`src/rtl/mdio_responder_if.sv`:
```
// MDIO responder signal bundle: line sample/drive plus register-file side-band outputs.
// The master modport is the controller/bench side; the slave modport is the responder.
interface mdio_responder_if;
    logic        mdio_i;
    logic        mdio_o;
    logic        mdio_oe;
    logic [15:0] status_i;
    logic [15:0] ctrl_o;
    logic        wr_strobe;
    logic [4:0]  wr_addr;
    logic [15:0] wr_data;
    logic        soft_rst_o;

    modport master (
        output mdio_i, status_i,
        input  mdio_o, mdio_oe, ctrl_o, wr_strobe, wr_addr, wr_data, soft_rst_o
    );

    modport slave (
        input  mdio_i, status_i,
        output mdio_o, mdio_oe, ctrl_o, wr_strobe, wr_addr, wr_data, soft_rst_o
    );
endinterface

```
`src/rtl/mdio_responder.sv`:
```
// Clause-22 MDIO PHY-side responder clocked by MDC: decodes frames for PHY_ADDR,
// serves a 32 x 16-bit register file and drives read data during the read data phase.
module mdio_responder #(
    parameter logic [4:0]  PHY_ADDR     = 5'd1,
    parameter int unsigned PREAMBLE_LEN = 32,
    parameter logic [15:0] REG0_RST     = 16'h3100,
    parameter logic [15:0] PHY_ID1      = 16'h0022,
    parameter logic [15:0] PHY_ID2      = 16'h1550
) (
    input logic             clk,
    input logic             rst,
    mdio_responder_if.slave bus
);
    typedef enum logic [3:0] {
        StIdle, StSt, StOp, StPhyad, StRegad, StTa, StWrData, StRdData, StSkip
    } state_e;

    localparam logic [5:0] PreSat = 6'(PREAMBLE_LEN);

    state_e      state_q, state_d;
    logic [4:0]  cnt_q, cnt_d;
    logic [5:0]  pre_q, pre_d;
    logic [15:0] shift_q, shift_d;
    logic        is_read_q, is_read_d;
    logic        phy_match_q, phy_match_d;
    logic [4:0]  reg_addr_q, reg_addr_d;
    logic        mdio_o_q, mdio_o_d;
    logic        mdio_oe_q, mdio_oe_d;
    logic        wr_strobe_q, wr_strobe_d;
    logic [4:0]  wr_addr_q, wr_addr_d;
    logic [15:0] wr_data_q, wr_data_d;
    logic        soft_rst_q, soft_rst_d;
    logic [15:0] regs_q [32];
    logic        reg_we;
    logic [15:0] reg_wval;
    logic [4:0]  regad;
    logic [15:0] rd_val;
    logic [15:0] wdata;

    // Register address completes on the same edge that samples its last bit.
    assign regad = {shift_q[3:0], bus.mdio_i};
    assign wdata = {shift_q[14:0], bus.mdio_i};

    always_comb begin
        case (regad)
            5'd1:    rd_val = bus.status_i;
            5'd2:    rd_val = PHY_ID1;
            5'd3:    rd_val = PHY_ID2;
            default: rd_val = regs_q[regad];
        endcase
    end

    always_comb begin
        state_d     = state_q;
        cnt_d       = cnt_q;
        pre_d       = pre_q;
        shift_d     = shift_q;
        is_read_d   = is_read_q;
        phy_match_d = phy_match_q;
        reg_addr_d  = reg_addr_q;
        mdio_o_d    = mdio_o_q;
        mdio_oe_d   = mdio_oe_q;
        wr_strobe_d = 1'b0;
        wr_addr_d   = wr_addr_q;
        wr_data_d   = wr_data_q;
        soft_rst_d  = 1'b0;
        reg_we      = 1'b0;
        reg_wval    = wdata;
        unique case (state_q)
            StIdle: begin
                if (bus.mdio_i) begin
                    if (pre_q != PreSat) pre_d = pre_q + 6'd1;
                end else if (pre_q == PreSat) begin
                    state_d = StSt;
                    pre_d   = '0;
                end else begin
                    pre_d = '0;
                end
            end
            StSt: begin
                cnt_d   = '0;
                state_d = bus.mdio_i ? StOp : StIdle;
            end
            StOp: begin
                shift_d = {shift_q[14:0], bus.mdio_i};
                cnt_d   = cnt_q + 5'd1;
                if (cnt_q == 5'd1) begin
                    cnt_d     = '0;
                    is_read_d = (shift_q[0] && !bus.mdio_i);
                    state_d   = (shift_q[0] != bus.mdio_i) ? StPhyad : StIdle;
                end
            end
            StPhyad: begin
                shift_d = {shift_q[14:0], bus.mdio_i};
                cnt_d   = cnt_q + 5'd1;
                if (cnt_q == 5'd4) begin
                    cnt_d       = '0;
                    phy_match_d = (regad == PHY_ADDR);
                    state_d     = StRegad;
                end
            end
            StRegad: begin
                shift_d = {shift_q[14:0], bus.mdio_i};
                cnt_d   = cnt_q + 5'd1;
                if (cnt_q == 5'd4) begin
                    cnt_d      = '0;
                    reg_addr_d = regad;
                    state_d    = phy_match_q ? StTa : StSkip;
                    if (is_read_q) shift_d = rd_val;
                end
            end
            StTa: begin
                cnt_d = cnt_q + 5'd1;
                if (is_read_q) begin
                    mdio_oe_d = 1'b1;
                    mdio_o_d  = 1'b0;
                    cnt_d     = '0;
                    state_d   = StRdData;
                end else if (cnt_q == 5'd1) begin
                    cnt_d   = '0;
                    state_d = StWrData;
                end
            end
            StRdData: begin
                cnt_d = cnt_q + 5'd1;
                if (cnt_q == 5'd16) begin
                    mdio_oe_d = 1'b0;
                    mdio_o_d  = 1'b1;
                    state_d   = StIdle;
                end else begin
                    mdio_o_d = shift_q[15];
                    shift_d  = {shift_q[14:0], 1'b0};
                end
            end
            StWrData: begin
                shift_d = wdata;
                cnt_d   = cnt_q + 5'd1;
                if (cnt_q == 5'd15) begin
                    wr_strobe_d = 1'b1;
                    wr_addr_d   = reg_addr_q;
                    wr_data_d   = wdata;
                    state_d     = StIdle;
                    if (reg_addr_q == 5'd0) begin
                        reg_we     = 1'b1;
                        soft_rst_d = wdata[15];
                        reg_wval   = wdata[15] ? REG0_RST : wdata;
                    end else if (reg_addr_q > 5'd3) begin
                        reg_we = 1'b1;
                    end
                end
            end
            StSkip: begin
                cnt_d = cnt_q + 5'd1;
                if (cnt_q == 5'd17) state_d = StIdle;
            end
            default: state_d = StIdle;
        endcase
    end

    always_ff @(posedge clk or posedge rst) begin
        if (rst) begin
            state_q     <= StIdle;
            cnt_q       <= '0;
            pre_q       <= '0;
            shift_q     <= '0;
            is_read_q   <= 1'b0;
            phy_match_q <= 1'b0;
            reg_addr_q  <= '0;
            mdio_o_q    <= 1'b1;
            mdio_oe_q   <= 1'b0;
            wr_strobe_q <= 1'b0;
            wr_addr_q   <= '0;
            wr_data_q   <= '0;
            soft_rst_q  <= 1'b0;
            for (int i = 0; i < 32; i++) regs_q[i] <= (i == 0) ? REG0_RST : 16'h0000;
        end else begin
            state_q     <= state_d;
            cnt_q       <= cnt_d;
            pre_q       <= pre_d;
            shift_q     <= shift_d;
            is_read_q   <= is_read_d;
            phy_match_q <= phy_match_d;
            reg_addr_q  <= reg_addr_d;
            mdio_o_q    <= mdio_o_d;
            mdio_oe_q   <= mdio_oe_d;
            wr_strobe_q <= wr_strobe_d;
            wr_addr_q   <= wr_addr_d;
            wr_data_q   <= wr_data_d;
            soft_rst_q  <= soft_rst_d;
            if (reg_we) regs_q[reg_addr_q] <= reg_wval;
        end
    end

    assign bus.mdio_o     = mdio_o_q;
    assign bus.mdio_oe    = mdio_oe_q;
    assign bus.ctrl_o     = regs_q[0];
    assign bus.wr_strobe  = wr_strobe_q;
    assign bus.wr_addr    = wr_addr_q;
    assign bus.wr_data    = wr_data_q;
    assign bus.soft_rst_o = soft_rst_q;
endmodule

```
`src/flat_wrapper.sv`:
```
// flat-port wrapper written by rule: the top's interface ports become plain ports
module mdio_responder_flat 
#(
    parameter logic [4:0]  PHY_ADDR     = 5'd1,
    parameter int unsigned PREAMBLE_LEN = 32,
    parameter logic [15:0] REG0_RST     = 16'h3100,
    parameter logic [15:0] PHY_ID1      = 16'h0022,
    parameter logic [15:0] PHY_ID2      = 16'h1550
)
  (clk, rst, bus_mdio_i, bus_status_i, bus_mdio_o, bus_mdio_oe, bus_ctrl_o, bus_wr_strobe, bus_wr_addr, bus_wr_data, bus_soft_rst_o);
  mdio_responder_if bus_i ();
  input logic clk;
  input logic rst;
  input wire logic [$bits(bus_i.mdio_i)-1:0] bus_mdio_i;
  input wire logic [$bits(bus_i.status_i)-1:0] bus_status_i;
  output wire logic [$bits(bus_i.mdio_o)-1:0] bus_mdio_o;
  output wire logic [$bits(bus_i.mdio_oe)-1:0] bus_mdio_oe;
  output wire logic [$bits(bus_i.ctrl_o)-1:0] bus_ctrl_o;
  output wire logic [$bits(bus_i.wr_strobe)-1:0] bus_wr_strobe;
  output wire logic [$bits(bus_i.wr_addr)-1:0] bus_wr_addr;
  output wire logic [$bits(bus_i.wr_data)-1:0] bus_wr_data;
  output wire logic [$bits(bus_i.soft_rst_o)-1:0] bus_soft_rst_o;
  assign bus_i.mdio_i = bus_mdio_i;
  assign bus_i.status_i = bus_status_i;
  assign bus_mdio_o = bus_i.mdio_o;
  assign bus_mdio_oe = bus_i.mdio_oe;
  assign bus_ctrl_o = bus_i.ctrl_o;
  assign bus_wr_strobe = bus_i.wr_strobe;
  assign bus_wr_addr = bus_i.wr_addr;
  assign bus_wr_data = bus_i.wr_data;
  assign bus_soft_rst_o = bus_i.soft_rst_o;
  mdio_responder #(.PHY_ADDR(PHY_ADDR), .PREAMBLE_LEN(PREAMBLE_LEN), .REG0_RST(REG0_RST), .PHY_ID1(PHY_ID1), .PHY_ID2(PHY_ID2)) u_core (.clk(clk), .rst(rst), .bus(bus_i));
endmodule
```
`config.mk`:
```
export PLATFORM = sky130hd
export DESIGN_NAME = mdio_responder_flat
export DESIGN_NICKNAME = d
export VERILOG_FILES = /design/src/rtl/mdio_responder_if.sv /design/src/rtl/mdio_responder.sv /design/src/flat_wrapper.sv
export SDC_FILE = /design/constraint.sdc
export NUM_CORES = 1
export LEC_CHECK = 0
export ABC_AREA = 1
export CAP_MARGIN = 5
export CELL_PAD_IN_SITES_DETAIL_PLACEMENT = 2
export CELL_PAD_IN_SITES_GLOBAL_PLACEMENT = 2
export CORE_UTILIZATION = 41
export DETAILED_ROUTE_END_ITERATION = 12
export PLACE_DENSITY_LB_ADDON = 0.3
export SLEW_MARGIN = 10
export SYNTH_ARGS = -nofsm -noshare
export SYNTH_HDL_FRONTEND = slang
export SYNTH_SLANG_ARGS = --single-unit
```
`constraint.sdc`:
```
create_clock -name clk -period 34.4 [get_ports clk]
set_input_delay 5.16 -clock clk [delete_from_list [all_inputs] [get_ports clk]]
set_output_delay 5.16 -clock clk [all_outputs]
set_load 0.02 [all_outputs]
```
Yosys cells after proc, flatten, opt, wreduce, memory -nomap -nowiden --
Cells that the tools add are included.
Word-level totals: RAM bits 0, memories kept 0, logic and storage cells 154, bits in latches 0, memory bits (read-only) 0, bits in registers 575, output and inout port bits 41
Operators by class: multiply operators 0, divide/modulo/power cells 0, bitwise operators 2, reductions and logical operators 20, eq/ne operators 31, mux-type cells 50, shift operators 0, order comparisons 4, add/sub/neg operators 2
Operators by type and width (count):
- bitwise mux 512 bit | 1
- 2-to-1 mux 16 bit | 9
- one-hot mux 16 bit (3 select lines) | 2
- binary-select mux 16 bit (select 5 bit) | 1
- demux 16 bit (select 5 bit) | 1
- 2-to-1 mux 4 bit | 11
- one-hot mux 4 bit (9 select lines) | 1
- one-hot mux 5 bit (5 select lines) | 1
- inequality test 2 x 1 -> 1 bit (second input constant) | 9
- == test 4 x 3 -> 1 bit (second input constant) | 4
- 2-to-1 mux 15 bit | 1
- 2-to-1 mux 5 bit | 3
- AND reduction 2 bit | 7
- 2-to-1 mux 1 bit | 13
- greater-or-equal comparator 6 bit (second input constant) | 2
- 2-to-1 mux 6 bit | 2
- NOT 5 -> 6 bit | 2
- == test 5 x 1 -> 1 bit (second input constant) | 2
- == test 5 x 2 -> 1 bit (second input constant) | 2
- == test 5 bit (second input constant) | 2
- AND reduction 9 bit | 1
- == test 4 x 2 -> 1 bit (second input constant) | 2
- adder 6 x 1 -> 6 bit (second input constant) | 1
- == test 6 bit (second input constant) | 1
- other kinds (23) | 28

Depth between registers and ports, before layout --
depth after elaboration 8, mapped depth 14, gate-level depth less buffers 12

Worst setup path after synthesis --
OpenSTA, ideal clock, no wires.
path type input to register, start input bus_mdio_i, end register u_core.shift_q[2], arrival 6867 ps, slack 27468 ps, stages on the path 12, setup time 66 ps, data required time 34334 ps, path through clkinv_1 -> clkbuf_1 -> clkbuf_1 -> ha_1 -> inv_1 -> o21ai_0 -> nor2_1 -> clkbuf_1 -> nand3_1 -> nand2_1 -> nand2_1 -> nand2_1
Between the ends: longest elaborated chain between the ends 8, elaborated cells on any way between the ends 11
RTL lines:
- start, declared | RTL line flat_wrapper.sv:14 | input wire logic [$bits(bus_i.mdio_i)-1:0] bus_mdio_i;
- NOT 5 -> 6 bit (not written as such) | RTL line mdio_responder.sv:49 | default: rd_val = regs_q[regad];
- binary-select mux 16 bit (select 5 bit) | RTL line mdio_responder.sv:49
- 2-to-1 mux 16 bit (not written as such) (2 in a row) | RTL line mdio_responder.sv:49
- one-hot mux 16 bit (3 select lines) (*) | RTL line mdio_responder.sv:45 | case (regad)
- 2-to-1 mux 16 bit (*) | RTL line mdio_responder.sv:109 | if (is_read_q) shift_d = rd_val;
- 2-to-1 mux 16 bit (*) | RTL line mdio_responder.sv:105 | if (cnt_q == 5'd4) begin
- one-hot mux 16 bit (3 select lines) (*) | RTL line mdio_responder.sv:69 | unique case (state_q)
- end signal, assigned | RTL line mdio_responder.sv:180 | shift_q <= shift_d;
- end, declared | RTL line mdio_responder.sv:23 | logic [15:0] shift_q, shift_d;
Mark *: on every way between the ends. The rest lies on a longest branch, timed or not. The select of a mux whose other input is x is not followed. A chain may end at the register's enable or synchronous reset.

Worst setup path after layout --
start input bus_mdio_i, end register u_core.shift_q[11]
The elaborated chain is that of the path after synthesis.

==> summary.txt <==
Status
  – Status: finished clean

STA
  – Max Fclk: 0.118 GHz
  – RSZ-0062 raised after global routing: no
  – Setup_tns: 0 ns
  – Final hold violation count: 0
  – Final setup fails: 0
  – Worst Skew: 0.0302 ns
  – Final Max Slew Viols: 0
  – Slew headroom: 0.0963
  – Tcrit/Tclk final: 0.247
  – Tmin final: 8.49 ns
  – Tightest Pin Transition: 1.35 ns

Finish
  – Layout cells sized above 1: 0.0603
  – # nets final: 3,165
  – Final std cells w/o fill: 4,031
  – Layout area overhead: 12.0%
  – Diode count: 0
  – Fillers: 6,840

Route
  – WL final: 109,000 µm
  – Post-DR vias/cell: 5.98
  – Starting DRT DRC Count: 1,940
  – DRC: 0
  – Drt pass-1 iters: 5
  – DR vias: 24.1k
  – Post-route ant nets: 0
  – Wirelength per Cell: 26.9 µm

Clocking
  – Skew-Pair Late Insertion Delay: 0.62 ns
  – Worst-path clk slew: 0.06 ns
  – Post-CTS Setup Inserts: 0
  – CTS resizes: 0
  – Clock Sinks: 575
  – Number of buffers created by CTS: 67
  – TritonCTS clock tree: yes
  – # hold bufs at CTS: 0
  – Clk root buf: clkbuf_16
  – H-tree levels: 3
  – Clock buffer depth: 3

Critical path
  – Worst EP arrival: 9.04 ns
  – Required @ worst endpoint: 34.94 ns
  – CP endpoint kind: flop
  – Worst R2R Path Depth: 12
  – Startpoint types: input port
  – CP max FO: 128
  – Worst setup path category: in2reg

Global route
  – Antenna violations before repair: 2
  – Global-route wire length before repair: 167,000 µm
  – Global route overflow: 0
  – Vias in the first global route: 26.9k
  – Largest net degree at the start of global routing: 187
  – GRT Total Usage: 0.334

Logic synthesis
  – Average cell area after synthesis: 8.07 µm²
  – Top cells by area, synth: dfrtp_1 (54%), o21ai_0 (12%), nand2_1 (12%)
  – Yosys warns: 0
  – EDFF count, synth: 0
  – Post-synth ARST share: 1.00
  – Syn Nets: 3,288
  – Commonest cells in the netlist: nand2_1 (816), o21ai_0 (653), dfrtp_1 (571)
  – Synthesized cell area: 26,300 µm²
  – Distinct cell type count after synthesis: 38
  – Ys flop type: dfrtp_1
  – Most common cell in the netlist: nand2_1
  – Leading area contributor after synthesis: dfrtp_1
  – Post-synth top area share: 0.543
  – Sequential area share after synthesis: 0.547
  – Flops & latches, synth: 575
  – Cells after Synth: 3,260

Die
  – Total Die Area: 65,200 µm²
  – Die Span X: 255 µm
  – Core footprint: 63,200 µm²
  – # IOs: 60
  – Starting Density: 0.416
  – Num rows: 92
  – Die Y: 255 µm

Placed design
  – Port bufs: 59
  – Gpl congestion: 0.905
  – Placed cells: 3,914
  – DP HPWL: 63,000 µm

Power
  – Design Power: 2.08 mW
  – Pwr/cell area: 70.5 nW/µm²
  – Peak VDD IR: 0.0340 mV
  – P_leak: 13.5 nW

Worst hold path
  – Hold-critical path depth: 0
  – Hold WC Path Type: reg2reg

Run
  – MaxCap Viol Count: 0
[layout make-up]
cell class	count	area, µm²	share of cell area
Multi-Input combinational cell	2230	10200	0.345
Clock buffer	106	2060	0.0698
Tap cell	846	1060	0.0359
Sequential cell	575	14400	0.488
Clock inverter	11	209	0.00709
Timing Repair Buffer	107	980	0.0332
Inverter	156	602	0.0204
[metal layers]
layer  part of all wire  track usage  up-vias
met3              0.061       0.0503      296
met2               0.48        0.551      894
li1                   -            -    10321
met5            0.00012            0        -
met1               0.41        0.428    12578
met4              0.048        0.166        2
[cells in the final DEF, fill, tap and decap left out, drive strengths merged]
cell	count
ha	9
mux2i	1
nor3b	1
dfstp	4
nand3	147
bufinv	6
nor4	1
o21a	36
xor2	1
xnor2	1
a31oi	1
or2	2
clkdlybuf4s50	58
nand2	828
dfrtp	571
inv	153
clkinv	8
a21oi	93
buf	48
o211ai	61
o22ai	4
clkbuf	107
nand4	3
o31ai	1
o21ai	679
nor2	347
nor3	14
[stage by stage]
stage / hold WS (ns) / area (µm²) / worst slack [ns] / utilization
final: 0.371 / 29500 / 25.91 / 0.467
after global routing: 0.385 / 29500 / 25.75 / 0.467
after CTS: 0.375 / 29500 / 26.04 / 0.466
after detailed placement: 0.363 / 27200 / 25.47 / 0.431
after global placement: 0.360 / 27200 / 25.65 / 0.431
after floorplan: 0.424 / 26300 / 13.16 / -
[path summary, 6_finish.rpt]
path	slack (ns)	from	to
worst max register to register	30.15	u_core.cnt_q[0]	u_core.regs_q[421]
min in group asynchronous	5.13	rst	u_core.regs_q[459]
worst min register to register	0.37	u_core.regs_q[485]	u_core.regs_q[485]
worst max-delay path	25.91	bus_mdio_i	u_core.shift_q[11]
worst min-delay path	0.37	u_core.regs_q[485]	u_core.regs_q[485]
max in group asynchronous	26.33	rst	u_core.regs_q[127]
[power by group]
group / internal (mW) / switching, mW / leakage [nW]
logic: 0.124 / 0.471 / 4.51
registers: 0.692 / 0.0357 / 7.84
clock network: 0.454 / 0.300 / 1.11
[cells by family after synthesis]
logic type / after synthesis / share of synthesized area
AOI/OAI and AO/OA: 875 / 0.177
DFF: 575 / 0.547
muxes: 1 / 0.000380
buffers and inverters: 455 / 0.0682
xor gates and xnor gates: 2 / 0.000666
adders and majority gates: 9 / 0.00428
and+or+nand+nor: 1343 / 0.203
[registers in the layout, summed over array words and instances, names as in the netlist]
| name | flops |
|---|---|
| u_core.regs_q | 496 |
| u_core.bus.ctrl_o | 16 |
| u_core.bus.wr_data | 16 |
| u_core.shift_q | 16 |
| u_core.pre_q | 6 |
| u_core.bus.wr_addr | 5 |
| u_core.cnt_q | 5 |
| u_core.reg_addr_q | 5 |
| u_core.state_q | 4 |
| u_core.bus.mdio_o | 1 |
| u_core.bus.mdio_oe | 1 |
| u_core.bus.soft_rst_o | 1 |
| u_core.bus.wr_strobe | 1 |
| u_core.is_read_q | 1 |
| u_core.phy_match_q | 1 |
[critical path, cell delays in order]
cell and delay [ns]:
clkbuf_8 0.34, inv_8 0.66, buf_4 0.67, buf_4 0.72, o21ai_0 0.27, o211ai_1 0.14
nand3_1 0.21, nand2_1 0.16, nand3_1 0.13, nand2_1 0.11, nand2_1 0.10, nand2_1 0.10
(Power assumes the default switching activity.)
